===== src/rtl/bus_pkg.sv =====
// Shared types and constants for the 8086-style bus cycle generator.
//   ADDR_W_DEF / DATA_W_DEF : default address and data widths
//   bus_state_t             : one-hot bus cycle state (IDLE, T1, T2, T3, TW, T4)
//   bus_req_t               : latched core request (write, iom, addr, wdata)
//   RDATA_ERR               : read data returned when a cycle times out
package bus_pkg;

  localparam int ADDR_W_DEF = 20;
  localparam int DATA_W_DEF = 8;

  // One-hot codes, kept as plain constants so older code can compare against them.
  localparam logic [5:0] ST_IDLE = 6'b000001;
  localparam logic [5:0] ST_T1   = 6'b000010;
  localparam logic [5:0] ST_T2   = 6'b000100;
  localparam logic [5:0] ST_T3   = 6'b001000;
  localparam logic [5:0] ST_TW   = 6'b010000;
  localparam logic [5:0] ST_T4   = 6'b100000;

  typedef enum logic [5:0] {
    IDLE = ST_IDLE,
    T1   = ST_T1,
    T2   = ST_T2,
    T3   = ST_T3,
    TW   = ST_TW,
    T4   = ST_T4
  } bus_state_t;

  typedef struct packed {
    logic                  write;
    logic                  iom;
    logic [ADDR_W_DEF-1:0] addr;
    logic [DATA_W_DEF-1:0] wdata;
  } bus_req_t;

  localparam logic [DATA_W_DEF-1:0] RDATA_ERR = '1;

endpackage


===== src/rtl/bus_cycle_gen_if.sv =====
// Core-side request/response handshake plus the device-side bus pins.
//   slave  : view of the bus cycle generator (takes requests, drives the bus)
//   master : view of the core/device environment (issues requests, drives Data/READY)
// Signals: req_valid/req_ready/req_write/req_iom/req_addr/req_wdata,
//          rsp_valid/rsp_rdata/rsp_err, ALE/RD/WR/IOM/Address/WrData, Data/READY.
interface bus_cycle_gen_if
  import bus_pkg::*;
#(
  parameter int ADDR_W = ADDR_W_DEF,
  parameter int DATA_W = DATA_W_DEF
);

  logic              req_valid;
  logic              req_ready;
  logic              req_write;
  logic              req_iom;
  logic [ADDR_W-1:0] req_addr;
  logic [DATA_W-1:0] req_wdata;

  logic              rsp_valid;
  logic [DATA_W-1:0] rsp_rdata;
  logic              rsp_err;

  logic              ALE;
  logic              RD;
  logic              WR;
  logic              IOM;
  logic [ADDR_W-1:0] Address;
  logic [DATA_W-1:0] WrData;
  logic [DATA_W-1:0] Data;
  logic              READY;

  modport slave (
    input  req_valid, req_write, req_iom, req_addr, req_wdata, Data, READY,
    output req_ready, rsp_valid, rsp_rdata, rsp_err,
    output ALE, RD, WR, IOM, Address, WrData
  );

  modport master (
    output req_valid, req_write, req_iom, req_addr, req_wdata, Data, READY,
    input  req_ready, rsp_valid, rsp_rdata, rsp_err,
    input  ALE, RD, WR, IOM, Address, WrData
  );

endinterface


===== src/rtl/bus_wait_timer.sv =====
// Wait-state counter for the TW phase.
//   CLK      : clock
//   RESET    : asynchronous active-low reset
//   clear    : return count to zero (wins over count_en)
//   count_en : advance count by one
//   expired  : count has reached WAIT_MAX
module bus_wait_timer #(
  parameter int WAIT_MAX = 15
) (
  input  logic CLK,
  input  logic RESET,
  input  logic clear,
  input  logic count_en,
  output logic expired
);

  localparam int CNT_W = $clog2(WAIT_MAX + 1);

  logic [CNT_W-1:0] count_reg;

  always_ff @(posedge CLK or negedge RESET) begin
    if (!RESET) begin
      count_reg <= '0;
    end else if (clear) begin
      count_reg <= '0;
    end else if (count_en) begin
      count_reg <= count_reg + 1'b1;
    end
  end

  assign expired = (count_reg == CNT_W'(WAIT_MAX));

endmodule


===== src/rtl/bus_cycle_gen.sv =====
// 8086-style bus cycle generator: runs T1-T2-T3-[TW]-T4 for single-byte
// read/write requests and returns a one-cycle response.
//   CLK   : bus clock, all state on rising edge
//   RESET : asynchronous active-low reset
//   bus   : slave modport of bus_cycle_gen_if (request/response handshake,
//           ALE/RD/WR/IOM/Address/WrData outputs, Data/READY inputs)
module bus_cycle_gen
  import bus_pkg::*;
#(
  parameter int ADDR_W   = ADDR_W_DEF,
  parameter int DATA_W   = DATA_W_DEF,
  parameter int WAIT_MAX = 15
) (
  input  logic            CLK,
  input  logic            RESET,
  bus_cycle_gen_if.slave  bus
);

  bus_state_t        state_reg;
  bus_state_t        state_next;
  logic              write_reg;
  logic [DATA_W-1:0] wdata_reg;
  logic              accept;
  logic              wait_en;
  logic              wait_clear;
  logic              wait_expired;
  logic              timeout;
  logic              strobe_next;
  logic              enter_t4;

  assign bus.req_ready = (state_reg == IDLE) || (state_reg == T4);
  assign accept        = bus.req_valid && bus.req_ready;

  always_comb begin
    state_next = state_reg;
    wait_en    = 1'b0;
    timeout    = 1'b0;
    case (state_reg)
      IDLE: if (accept) state_next = T1;
      T1:   state_next = T2;
      T2:   state_next = T3;
      T3: begin
        if (bus.READY) begin
          state_next = T4;
        end else begin
          state_next = TW;
          wait_en    = 1'b1;   // first TW cycle sees count 1
        end
      end
      TW: begin
        // READY has priority over the timeout in the last permitted TW.
        if (bus.READY) begin
          state_next = T4;
        end else if (wait_expired) begin
          state_next = T4;
          timeout    = 1'b1;
        end else begin
          wait_en = 1'b1;
        end
      end
      T4:      state_next = accept ? T1 : IDLE;
      default: state_next = IDLE;
    endcase
  end

  assign enter_t4    = (state_next == T4);
  assign wait_clear  = enter_t4;
  assign strobe_next = (state_next == T2) || (state_next == T3) || (state_next == TW);

  bus_wait_timer #(
    .WAIT_MAX (WAIT_MAX)
  ) u_wait_timer (
    .CLK      (CLK),
    .RESET    (RESET),
    .clear    (wait_clear),
    .count_en (wait_en),
    .expired  (wait_expired)
  );

  // Bus pins are decoded from the next state so every output is a flop.
  always_ff @(posedge CLK or negedge RESET) begin
    if (!RESET) begin
      state_reg     <= IDLE;
      write_reg     <= 1'b0;
      wdata_reg     <= '0;
      bus.ALE       <= 1'b0;
      bus.RD        <= 1'b1;
      bus.WR        <= 1'b1;
      bus.IOM       <= 1'b0;
      bus.Address   <= '0;
      bus.WrData    <= '0;
      bus.rsp_valid <= 1'b0;
      bus.rsp_rdata <= '0;
      bus.rsp_err   <= 1'b0;
    end else begin
      state_reg     <= state_next;
      bus.ALE       <= (state_next == T1);
      bus.RD        <= ~(strobe_next & ~write_reg);
      bus.WR        <= ~(strobe_next & write_reg);
      bus.rsp_valid <= enter_t4;

      if (accept) begin
        write_reg   <= bus.req_write;
        wdata_reg   <= bus.req_wdata;
        bus.Address <= bus.req_addr;
        bus.IOM     <= bus.req_iom;
      end

      if ((state_next == T2) && write_reg) begin
        bus.WrData <= wdata_reg;
      end

      // Read data is taken on the edge that leaves T3/TW; writes leave rsp_rdata alone.
      if (enter_t4) begin
        bus.rsp_err <= timeout;
        if (!write_reg) begin
          bus.rsp_rdata <= timeout ? {DATA_W{1'b1}} : bus.Data;
        end
      end
    end
  end

endmodule


===== src/flat_wrapper.sv =====
// flat-port wrapper written by rule: the top's interface ports become plain ports
module bus_cycle_gen_flat import bus_pkg::*;
#(
  parameter int ADDR_W   = ADDR_W_DEF,
  parameter int DATA_W   = DATA_W_DEF,
  parameter int WAIT_MAX = 15
)
  (CLK, RESET, bus_req_valid, bus_req_write, bus_req_iom, bus_req_addr, bus_req_wdata, bus_Data, bus_READY, bus_req_ready, bus_rsp_valid, bus_rsp_rdata, bus_rsp_err, bus_ALE, bus_RD, bus_WR, bus_IOM, bus_Address, bus_WrData);
  bus_cycle_gen_if #(.ADDR_W(ADDR_W), .DATA_W(DATA_W)) bus_i ();
  input  logic CLK;
  input  logic RESET;
  input wire logic [$bits(bus_i.req_valid)-1:0] bus_req_valid;
  input wire logic [$bits(bus_i.req_write)-1:0] bus_req_write;
  input wire logic [$bits(bus_i.req_iom)-1:0] bus_req_iom;
  input wire logic [$bits(bus_i.req_addr)-1:0] bus_req_addr;
  input wire logic [$bits(bus_i.req_wdata)-1:0] bus_req_wdata;
  input wire logic [$bits(bus_i.Data)-1:0] bus_Data;
  input wire logic [$bits(bus_i.READY)-1:0] bus_READY;
  output wire logic [$bits(bus_i.req_ready)-1:0] bus_req_ready;
  output wire logic [$bits(bus_i.rsp_valid)-1:0] bus_rsp_valid;
  output wire logic [$bits(bus_i.rsp_rdata)-1:0] bus_rsp_rdata;
  output wire logic [$bits(bus_i.rsp_err)-1:0] bus_rsp_err;
  output wire logic [$bits(bus_i.ALE)-1:0] bus_ALE;
  output wire logic [$bits(bus_i.RD)-1:0] bus_RD;
  output wire logic [$bits(bus_i.WR)-1:0] bus_WR;
  output wire logic [$bits(bus_i.IOM)-1:0] bus_IOM;
  output wire logic [$bits(bus_i.Address)-1:0] bus_Address;
  output wire logic [$bits(bus_i.WrData)-1:0] bus_WrData;
  assign bus_i.req_valid = bus_req_valid;
  assign bus_i.req_write = bus_req_write;
  assign bus_i.req_iom = bus_req_iom;
  assign bus_i.req_addr = bus_req_addr;
  assign bus_i.req_wdata = bus_req_wdata;
  assign bus_i.Data = bus_Data;
  assign bus_i.READY = bus_READY;
  assign bus_req_ready = bus_i.req_ready;
  assign bus_rsp_valid = bus_i.rsp_valid;
  assign bus_rsp_rdata = bus_i.rsp_rdata;
  assign bus_rsp_err = bus_i.rsp_err;
  assign bus_ALE = bus_i.ALE;
  assign bus_RD = bus_i.RD;
  assign bus_WR = bus_i.WR;
  assign bus_IOM = bus_i.IOM;
  assign bus_Address = bus_i.Address;
  assign bus_WrData = bus_i.WrData;
  bus_cycle_gen #(.ADDR_W(ADDR_W), .DATA_W(DATA_W), .WAIT_MAX(WAIT_MAX)) u_core (.CLK(CLK), .RESET(RESET), .bus(bus_i));
endmodule

===== config.mk =====
export PLATFORM = sky130hd
export DESIGN_NAME = bus_cycle_gen_flat
export DESIGN_NICKNAME = d
export VERILOG_FILES = /design/src/rtl/bus_pkg.sv /design/src/rtl/bus_cycle_gen_if.sv /design/src/rtl/bus_wait_timer.sv /design/src/rtl/bus_cycle_gen.sv /design/src/flat_wrapper.sv
export SDC_FILE = /design/constraint.sdc
export NUM_CORES = 1
export LEC_CHECK = 0
export CAP_MARGIN = 20
export CORE_ASPECT_RATIO = 0.7
export CORE_MARGIN = 2
export CORE_UTILIZATION = 45
export CTS_CLUSTER_DIAMETER = 200
export DETAILED_ROUTE_END_ITERATION = 8
export GPL_TIMING_DRIVEN = 0
export HOLD_SLACK_MARGIN = 0.02
export PLACE_DENSITY_LB_ADDON = 0.05
export SETUP_SLACK_MARGIN = 0.02
export SYNTH_ARGS = -nofsm -noshare
export SYNTH_HDL_FRONTEND = slang
export SYNTH_HIERARCHICAL = 1
export SYNTH_SLANG_ARGS = --single-unit

===== constraint.sdc =====
create_clock -name CLK -period 3.38 [get_ports CLK]
set_input_delay 0.845 -clock CLK [delete_from_list [all_inputs] [get_ports CLK]]
set_output_delay 0.845 -clock CLK [all_outputs]
set_load 0.02 [all_outputs]

==> results.md <==
- Outcome: finished clean
- PortBufs: 84
- Post-CTS Resized: 0
- Cell taking the most area after synthesis: dfrtp_1
- Final hold violation count: 0
- Setup WS pre-CTS: 436 ps
- CTS max path bufs: 2
- Multi-input gate area: 941 um^2
- Peak supply drop: 0.542 mV
- Seq/Total Area, Yosys: 0.596
- Unrepaired setup endpoints after global routing: false
- Number of max-cap violations: 0
- R2R Path End: u_core/u_wait_timer/count_reg[3]
- Detailed-route DRC error count: 0
- Slew Limit Fails: 0
- Initial Util: 0.478
- Synthesized cell area: 2570 um^2
- Setup Buffers After CTS: 0
- H-tree levels: 3
- Largest register FFs: 20
- Reg clk slew, reported paths: 60 ps
- Minimum clock period: 2980 ps
- Reg2reg start: u_core/u_wait_timer/count_reg[0]
- Mapped Nets: 234
- DR vias/cell: 5.02
- WHS Path Cells: 1
- Wire length per cell: 14.8 um
- Ratio of cells with drive above 1 in the final layout: 0.216
- Synth warn: 6
- Via Count: 1823
- Die X: 94.3 um
- Cells along the critical path: clkbuf_1 > or3_1 > nor3_1 > clkdlybuf4s50_1
- Overall Power: 3.08 mW
- Crit path buf inv count: 2
- Die ar.: 6340 um^2
- R2R depth: 6
- Area share of the largest cell type after synthesis: 0.565
- Antenna cells: 0
- # rows: 22
- Critical path endpoint: bus_req_ready
- # clock sinks: 61
- Crit path required time: 2530 ps
- Final #Nets: 330
- Setup slack, reg-to-reg: 770 ps
- Critical path fanouts, max: 8
- First-pass GRT wire length: 8.83 mm
- Final worst slack: 401 ps
- Routed Antenna Nets: 0
- Reg with most FFs: u_core/bus.Address
- TritonCTS Buffers: 9
- Crit-path slowest cell: clkdlybuf4s50_1
- Kind of critical path: reg -> out
- Clock latency at the later pin of the worst-skew pair: 320 ps
- Average cell area after synthesis: 13.4 um^2
- GRT Max-Usage Layer: met2
- Tot GR Track Use: 0.186
- Met3 Use GR: 0.0748
- CP max stage delay: 650 ps
- Met1 Use GR: 0.255
- Clock root buffer: clkbuf_8
- Static Leak: 1.57 nW
- Max Fclk: 0.336 GHz
- Routing usage on met2: 0.276
- Post-CTS Hold Buffers: 0
- Critical path's top delay family: buffers and inverters
- Top post-synthesis cells by area: dfrtp_1, mux2_2, a211oi_1
- Power Density: 831 nW/um^2
- Slew @ Worst Pin: 783 ps
- CTS tree: done
- FF+latch area: 1530 um^2
- Setup violators final: 0
- Die Height: 67.2 um
- Drt total wl: 5.36 mm
- Largest net degree at the start of global routing: 32
- DRT Pass-1 Iters: 4
- Worst setup SP type: flip-flop
- Vias in the first global route: 1804
- Initial antenna violation count: 0
- Syn Inst Count: 191
- CP Capture Type: output port
- Layout area overhead: 44.3%
- RD Place Congestion: 0.711
- Netlist cell types: 38
- DRT iter0 DRCs: 99
- DP HPWL: 3.95 mm
- Period utilization: 0.881
- Launch point of the worst path: u_core/state_reg[1]
- Fillers: 442
- Clk_skew: 8.00 ps
- Grt ovf: 0
- Top-Level Pins: 85
- Arr. time, crit path: 2130 ps
- Worst min path class: reg -> reg
- Slew headroom: 0.475
- Critical path depth: 4
- Yosys reg bits: 61
- Core area: 5370 um^2
-- kinds of logic (layout without fill, tap and decap cells) --
family / count (synthesis) / in the layout / synth area share
compound gates: 35 / 35 / 0.0911
xor+xnor: 5 / 5 / 0.0171
fa+ha+maj: 1 / 1 / 0.00487
buf+inv: 22 / 122 / 0.0375
flops: 61 / 61 / 0.596
mux: 40 / 40 / 0.176
simple gates: 27 / 27 / 0.0770
-- where the power goes --
group	internal, mW	switching (mW)	total (mW)
clock	0.378	0.250	0.628
sequential	1.01	0.135	1.14
combinational	0.694	0.619	1.31
-- synthesized netlist by cell type --
library cell,n
nor2_1,6
nor4_1,1
dfstp_2,3
nor4b_1,1
nand2b_1,1
and3_1,1
nand2_1,1
mux2_2,35
or4_4,1
or4_1,1
mux2_4,1
o211a_1,1
xnor2_1,3
nor4b_4,1
a211oi_1,18
a21oi_1,11
inv_1,10
o2bb2ai_1,1
ha_1,1
clkbuf_1,7
or3b_2,1
nor4_4,1
buf_4,3
buf_2,2
a21bo_2,1
mux2_1,3
nand4_1,1
and3b_1,1
o21ai_0,3
mux2i_1,1
nor3b_1,1
nor2b_1,1
xor2_1,2
or3_1,1
dfrtp_1,58
nor3_1,4
nand3b_1,1
and4_1,1
-- area by class of cell --
class,instances,area share
Sequential cell,61,0.413
Buffer,12,0.0159
Multi-Input combinational cell,108,0.254
Clock buffer,14,0.0439
Clock inverter,1,0.00810
Inverter,10,0.0101
Timing Repair Buffer,85,0.231
Tap cell,72,0.0243
-- layout by cell type, fill, tap and decap left out, types with 2 or more instances in the layout --
cell and instances:
clkbuf_8 11, o21ai_0 3, mux2_2 35, buf_2 3, dfstp_2 3, a21oi_1 11
nor2_1 6, xor2_1 2, buf_4 3, clkbuf_1 10, inv_1 10, dfrtp_1 58
xnor2_1 3, clkdlybuf4s50_1 83, nor3_1 4, mux2_1 3, a211oi_1 18
-- worst min-delay path by stage --
| stage | to | startpoint | slack [ps] |
|---|---|---|---|
| floorplan | u_core/bus.WR | u_core/write_reg | 410 |
| global placement | u_core/bus.WR | u_core/write_reg | 450 |
| detailed placement | u_core/bus.WR | u_core/write_reg | 460 |
| CTS | u_core/bus.WR | u_core/write_reg | 470 |
| global route | u_core/bus.WrData[7] | u_core/bus.WrData[7] | 500 |
| finish | u_core/bus.WR | u_core/write_reg | 470 |
-- routing by layer --
layer  vias up  wire, um
met1       876      2610
met3        10       375
li1        879         -
met2        58      2310
met4         0        59
met5         -         0
-- per-stage QoR --
stage | hold slack, ps | cells | setup TNS [ps] | area [um^2] | utilization
6_report | 468 | 363 | 0 | 3710 | 0.690
5_1_grt | 505 | 363 | 0 | 3710 | 0.690
4_1_cts | 474 | 363 | 0 | 3710 | 0.690
3_5_place_dp | 455 | 348 | 0 | 3510 | 0.655
3_3_place_gp | 452 | 347 | -28250 | 3500 | 0.652
2_1_floorplan | 414 | 191 | 0 | 2570 | -
Power figures use the tool's default switching activity.
